### src/rtl/lsu_pkg.sv
// Shared types and constants for the load/store unit: FSM states, RV32I width
// encodings and the word-address mask.
package lsu_pkg;

  typedef enum logic [2:0] {
    StIdle,
    StLoad,
    StRmwRd,
    StWrite,
    StDone
  } lsu_state_e;

  localparam logic [2:0] F3_B  = 3'b000;
  localparam logic [2:0] F3_H  = 3'b001;
  localparam logic [2:0] F3_W  = 3'b010;
  localparam logic [2:0] F3_BU = 3'b100;
  localparam logic [2:0] F3_HU = 3'b101;

  localparam logic [31:0] WORD_ADDR_MASK = 32'hFFFF_FFFC;

endpackage

### src/rtl/lsu_align.sv
// Combinational lane logic: load extract/extend and sub-word store merge.
// Halfword lanes use offset[1] only, so addr[0] is ignored for halfwords.
module lsu_align
  import lsu_pkg::*;
(
  input  logic [31:0] rdata,
  input  logic [15:0] wdata,
  input  logic [1:0]  offset,
  input  logic [2:0]  funct3,
  output logic [31:0] load_val,
  output logic [31:0] merged
);

  function automatic logic [31:0] lane_extract(logic [31:0] rd, logic [1:0] off, logic [2:0] f3);
    logic [7:0]  b;
    logic [15:0] h;
    b = rd[{off, 3'b000} +: 8];
    h = off[1] ? rd[31:16] : rd[15:0];
    case (f3)
      F3_B:    return {{24{b[7]}}, b};
      F3_H:    return {{16{h[15]}}, h};
      F3_W:    return rd;
      F3_BU:   return {24'b0, b};
      F3_HU:   return {16'b0, h};
      default: return 32'b0;
    endcase
  endfunction

  function automatic logic [31:0] lane_merge(logic [31:0] rd, logic [15:0] wd, logic [1:0] off,
                                             logic [2:0] f3);
    logic [31:0] m;
    m = rd;
    case (f3)
      F3_B: m[{off, 3'b000} +: 8] = wd[7:0];
      F3_H: begin
        if (off[1]) m[31:16] = wd;
        else        m[15:0]  = wd;
      end
      default: ;
    endcase
    return m;
  endfunction

  assign load_val = lane_extract(rdata, offset, funct3);
  assign merged   = lane_merge(rdata, wdata, offset, funct3);

endmodule

### src/rtl/load_store_unit.sv
// Load/store unit: sequences word-only memory accesses for RV32I loads/stores.
// Define LSU_MISALIGN_TRAP_EN to fault misaligned halfword/word accesses.
module load_store_unit
  import lsu_pkg::*;
#(
  parameter int unsigned ADDR_W = 32,
  parameter int unsigned DATA_W = 32
) (
  input  logic              clk,
  input  logic              reset,
  input  logic              start,
  input  logic              is_load,
  input  logic              is_store,
  input  logic [2:0]        funct3,
  input  logic [ADDR_W-1:0] addr,
  input  logic [DATA_W-1:0] store_data,
  output logic              busy,
  output logic              done,
  output logic              fault,
  output logic [DATA_W-1:0] load_data,
  output logic              MemRead,
  output logic              MemWrite,
  output logic [ADDR_W-1:0] mem_addr,
  output logic [DATA_W-1:0] mem_wdata,
  input  logic [DATA_W-1:0] mem_rdata
);

  lsu_state_e        state_q, state_d;
  logic [ADDR_W-1:0] addr_q;
  logic [1:0]        off_q;
  logic [2:0]        f3_q;
  logic [15:0]       sdata_q;
  logic [DATA_W-1:0] wbuf_q;
  logic [DATA_W-1:0] load_data_q;
  logic              fault_q;

  logic              accept;
  logic              req_illegal;
  logic              req_misalign;
  logic              req_fault;
  logic [31:0]       extract_val;
  logic [31:0]       merge_val;

  assign accept = (state_q == StIdle) && start && (is_load || is_store);

  always_comb begin
    req_illegal  = 1'b0;
    req_misalign = 1'b0;
    if (is_load) req_illegal = !(funct3 inside {F3_B, F3_H, F3_W, F3_BU, F3_HU});
    else         req_illegal = !(funct3 inside {F3_B, F3_H, F3_W});
`ifdef LSU_MISALIGN_TRAP_EN
    if ((funct3 == F3_H || funct3 == F3_HU) && addr[0]) req_misalign = 1'b1;
    if (funct3 == F3_W && addr[1:0] != 2'b00)           req_misalign = 1'b1;
`endif
  end

  assign req_fault = req_illegal | req_misalign;

  always_comb begin
    state_d  = state_q;
    busy     = (state_q != StIdle);
    done     = 1'b0;
    MemRead  = 1'b0;
    MemWrite = 1'b0;
    unique case (state_q)
      StIdle: begin
        if (accept) begin
          if (req_fault)           state_d = StDone;
          else if (is_load)        state_d = StLoad;
          else if (funct3 == F3_W) state_d = StWrite;
          else                     state_d = StRmwRd;
        end
      end
      StLoad: begin
        MemRead = 1'b1;
        state_d = StDone;
      end
      StRmwRd: begin
        MemRead = 1'b1;
        state_d = StWrite;
      end
      StWrite: begin
        MemWrite = 1'b1;
        state_d  = StDone;
      end
      StDone: begin
        done    = 1'b1;
        state_d = StIdle;
      end
      default: state_d = StIdle;
    endcase
  end

  lsu_align u_align (
    .rdata    (mem_rdata),
    .wdata    (sdata_q),
    .offset   (off_q),
    .funct3   (f3_q),
    .load_val (extract_val),
    .merged   (merge_val)
  );

  always_ff @(posedge clk or posedge reset) begin
    if (reset) begin
      state_q     <= StIdle;
      addr_q      <= '0;
      off_q       <= '0;
      f3_q        <= '0;
      sdata_q     <= '0;
      wbuf_q      <= '0;
      load_data_q <= '0;
      fault_q     <= 1'b0;
    end else begin
      state_q <= state_d;
      if (accept) begin
        addr_q  <= addr & ADDR_W'(WORD_ADDR_MASK);
        off_q   <= addr[1:0];
        f3_q    <= funct3;
        sdata_q <= store_data[15:0];
        fault_q <= req_fault;
        // A full-word store skips the read, so the buffer takes the operand directly.
        if (!is_load && funct3 == F3_W && !req_fault) wbuf_q <= store_data;
      end
      if (state_q == StLoad)  load_data_q <= extract_val;
      if (state_q == StRmwRd) wbuf_q      <= merge_val;
    end
  end

  assign mem_addr  = addr_q;
  assign mem_wdata = wbuf_q;
  assign load_data = load_data_q;
  assign fault     = fault_q;

endmodule

### config.mk
export PLATFORM = sky130hd
export DESIGN_NAME = load_store_unit
export DESIGN_NICKNAME = d
export VERILOG_FILES = /design/src/rtl/lsu_pkg.sv /design/src/rtl/lsu_align.sv /design/src/rtl/load_store_unit.sv
export SDC_FILE = /design/constraint.sdc
export NUM_CORES = 1
export LEC_CHECK = 0
export CAP_MARGIN = 10
export CORE_MARGIN = 2
export CORE_UTILIZATION = 43
export CTS_CLUSTER_DIAMETER = 150
export CTS_CLUSTER_SIZE = 24
export DETAILED_ROUTE_END_ITERATION = 16
export PLACE_DENSITY_LB_ADDON = 0.1
export SLEW_MARGIN = 20
export SYNTH_ARGS = -nofsm -noshare
export SYNTH_HDL_FRONTEND = slang
export SYNTH_HIERARCHICAL = 1
export SYNTH_SLANG_ARGS = --single-unit
### constraint.sdc
create_clock -name clk -period 4.1 [get_ports clk]
set_input_delay 1.23 -clock clk [delete_from_list [all_inputs] [get_ports clk]]
set_output_delay 1.23 -clock clk [all_outputs]
set_load 0.1 [all_outputs]
==> impl_metrics.yaml <==
synthesis:
  syn_inst: 607
  synth.area.top_cells: "dfrtp_1, mux2_2, nand2_1, nand4_1, o211ai_1"
  syn_area_per_cell_um2: 10.8
  synth-seq-cells: 119
  synth-main-ff-cell: "dfrtp_1"
  ys_top_cells_by_count: "dfrtp_1, mux2_2, nand2_1"
  syn_area_um2: 6550
  synth_most_common_cell: "dfrtp_1"
  synthDistinctLibCells: 66
  yosysTopAreaCell: "dfrtp_1"
  ys_warn_count: 6
  synthArstFlopShare_pct: 100
  synth_seq_area_share_pct: 45.4
  synth_top_area_share_pct: 45.4
  synth-edff-count: 0
job:
  max_cap_viol_count: 0
critical_path:
  cp_top_family: "simple AND/OR/NAND/NOR gates"
  critPathLaunchType: "flip-flop"
  worstPathRequired_ns: 2.87
  rrSetupSlack_ns: 1.25
  crit_chain: "or3b_2 -> nand2b_1 -> buf_4"
  worstPathArrival_ns: 2.00
  critPathMaxFanout: 9
  crit_buf_inv: 1
  r2r_cells: 8
  r2r-start: "off_q[1]$_DFFE_PP0P_"
  r2r_end: "mem_wdata[29]$_DFFE_PP0P_"
  end_kind: "primary output"
  critical_path_class: "reg2out"
  crit_slowest_cell: "dfrtp_1"
  cp_slowest_stage_delay_ns: 0.56
  cp.depth: 3
clocking:
  post_cts_buffers: 0
  numCtsBuffers: 17
  clk_path_buf_depth: 2
  clk_latency_ns: 0.41
  cts_tree: "built"
  cts-root-buf: "clkbuf_16"
  clock-sinks: 119
  cts_resized: 0
  cts_hold_buf: 0
  path_clk_slew_ns: 0.05
  h-tree-depth: 4
floorplanning:
  rows: 45
  coreArea_um2: 15000
  die_h_um: 127
  die_area_um2: 16200
  initial_utilization_pct: 43.6
  fp.dieW_um: 127
  ioPinCount: 205
cells_and_area:
  syn_to_final_growth_pct: 41.1
  antennaDiodeCount: 0
  drive_gt1_share_pct: 21.8
  fin_nets: 906
  fillers: 1210
timing:
  tightest_slew_ns: 1.03
  slew_headroom_pct: 31.0
  rsz0062_at_grt: "false"
  max_freq_ghz: 0.310
  period_share_pct: 78.7
  post-route-min-period_ns: 3.23
  finalSetupViolCount: 0
  finalMaxSlewViolations: 0
  hold_viol_final: 0
  fin_skew_ns: 0.00907
  fin_tns_setup_ns: 0
hold_path:
  min-delay-start: "mem_addr[30]$_DFFE_PP0P_"
  holdPathStages: 1
  holdCritPathClass: "reg2reg"
  holdPathEnd: "mem_addr[30]$_DFFE_PP0P_"
detailed_routing:
  wire_per_inst_um: 20.4
  drc: 0
  drtIter0Drc: 588
  firstDrtPassIters: 5
  routed_via_density: 5.88
  ant_nets: 0
  num_vias: 5863
  routed_wl_mm: 20.3
global_routing:
  grt_pass1_wl_mm: 31.9
  grt_overflow_total: 0
  grt_util_all_layers_pct: 25.3
  grt_antenna_before_repair: 0
  grt_start_max_net_pins: 50
  grt_pass1_vias: 5738
placement:
  portBuffers: 202
  place_hpwl_mm: 14.7
  gp_congestion: 0.882
status:
  status: "finished clean"
-- worst register-to-register path, stage by stage (launching register included) --
cell and delay (ns):
dfrtp_1 0.32, buf_4 0.33, inv_1 0.26, ha_1 0.26, or4_4 0.52, nor4b_4 0.57
a221o_2 0.29, nor2_1 0.07, a31oi_1 0.16
-- worst max-delay path by stage --
stage | slack (ns) | startpoint | end
3_5_place_dp | 0.80 | is_load | mem_wdata[13]$_DFFE_PP0P_
2_1_floorplan | 0.06 | state_q[2]$_DFFE_PP0P_ | done
6_report | 0.87 | state_q[1]$_DFFE_PP0P_ | MemRead
3_3_place_gp | 0.85 | is_load | mem_wdata[18]$_DFFE_PP0P_
4_1_cts | 0.87 | state_q[1]$_DFFE_PP0P_ | MemRead
5_1_grt | 0.81 | state_q[1]$_DFFE_PP0P_ | busy
-- registers in the layout (all words and copies together) (netlist names) --
signal	flops
load_data	32
off_q	2
fault	1
f3_q	3
state_q	3
mem_addr	30
mem_wdata	32
sdata_q	16
-- cell usage in the layout (no fill, tap or decap), types with 4 or more instances in the layout --
cell and count:
a22o_1 15, clkbuf_16 17, clkinv_2 4, nand4_1 33
o31ai_1 6, a22oi_1 19, mux2_2 89, ha_1 5
buf_4 17, and2_1 6, nand2_1 84, a31oi_1 6
clkdlybuf4s50_1 196, and2_2 7, o21ai_0 29, a221o_1 8
a221o_2 8, inv_1 7, dfrtp_1 119, o211ai_1 26
a21oi_1 11, nand2b_1 4, nor2_1 14, nor2b_1 6
-- final cells by class --
type | instances | area, µm² | area share (%)
clock buffers | 23 | 478 | 5.17
repair buffers | 216 | 2150 | 23.2
inverters | 9 | 37.5 | 0.406
clock inverters | 8 | 73.8 | 0.798
well taps | 188 | 235 | 2.54
flip-flops and latches | 119 | 2980 | 32.2
multi-input cells | 434 | 3290 | 35.6
-- cells by family (layout without fill, tap and decap cells) --
| group | after synthesis | count (layout) | synth area share, % |
|---|---|---|---|
| AO/OA/AOI/OAI | 149 | 149 | 16.7 |
| adder cells (fa/ha/maj) | 5 | 5 | 0.955 |
| buffers and inverters | 55 | 256 | 4.74 |
| flip-flops | 119 | 119 | 45.4 |
| multiplexers | 95 | 95 | 16.7 |
| other | 1 | 2 | 0.0572 |
| AND/OR/NAND/NOR | 183 | 183 | 15.5 |
-- per-layer routing --
layer	global-route usage (%)	share of wire [%]	vias up
met2	38.1	46	276
met1	35.9	44	2899
met3	6.74	8.3	26
met5	0	0	-
met4	7.82	1.6	0
li1	-	-	2662
-- per-stage QoR --
stage               cells  utilization (%)  setup slack [ns]  hold slack, ns  instance area, µm²
floorplan             608                -            0.0569           0.486                6560
global placement      966             57.8             0.854           0.468                8690
detailed placement    966             57.8             0.805           0.474                8690
CTS                   997             61.5             0.866           0.486                9250
global route          997             61.5             0.809           0.504                9250
finish                997             61.5             0.874           0.481                9250
Power is left out: the tool's default activity adds up to more than one toggle a clock period on the data nets, which glitch-free logic cannot reach.
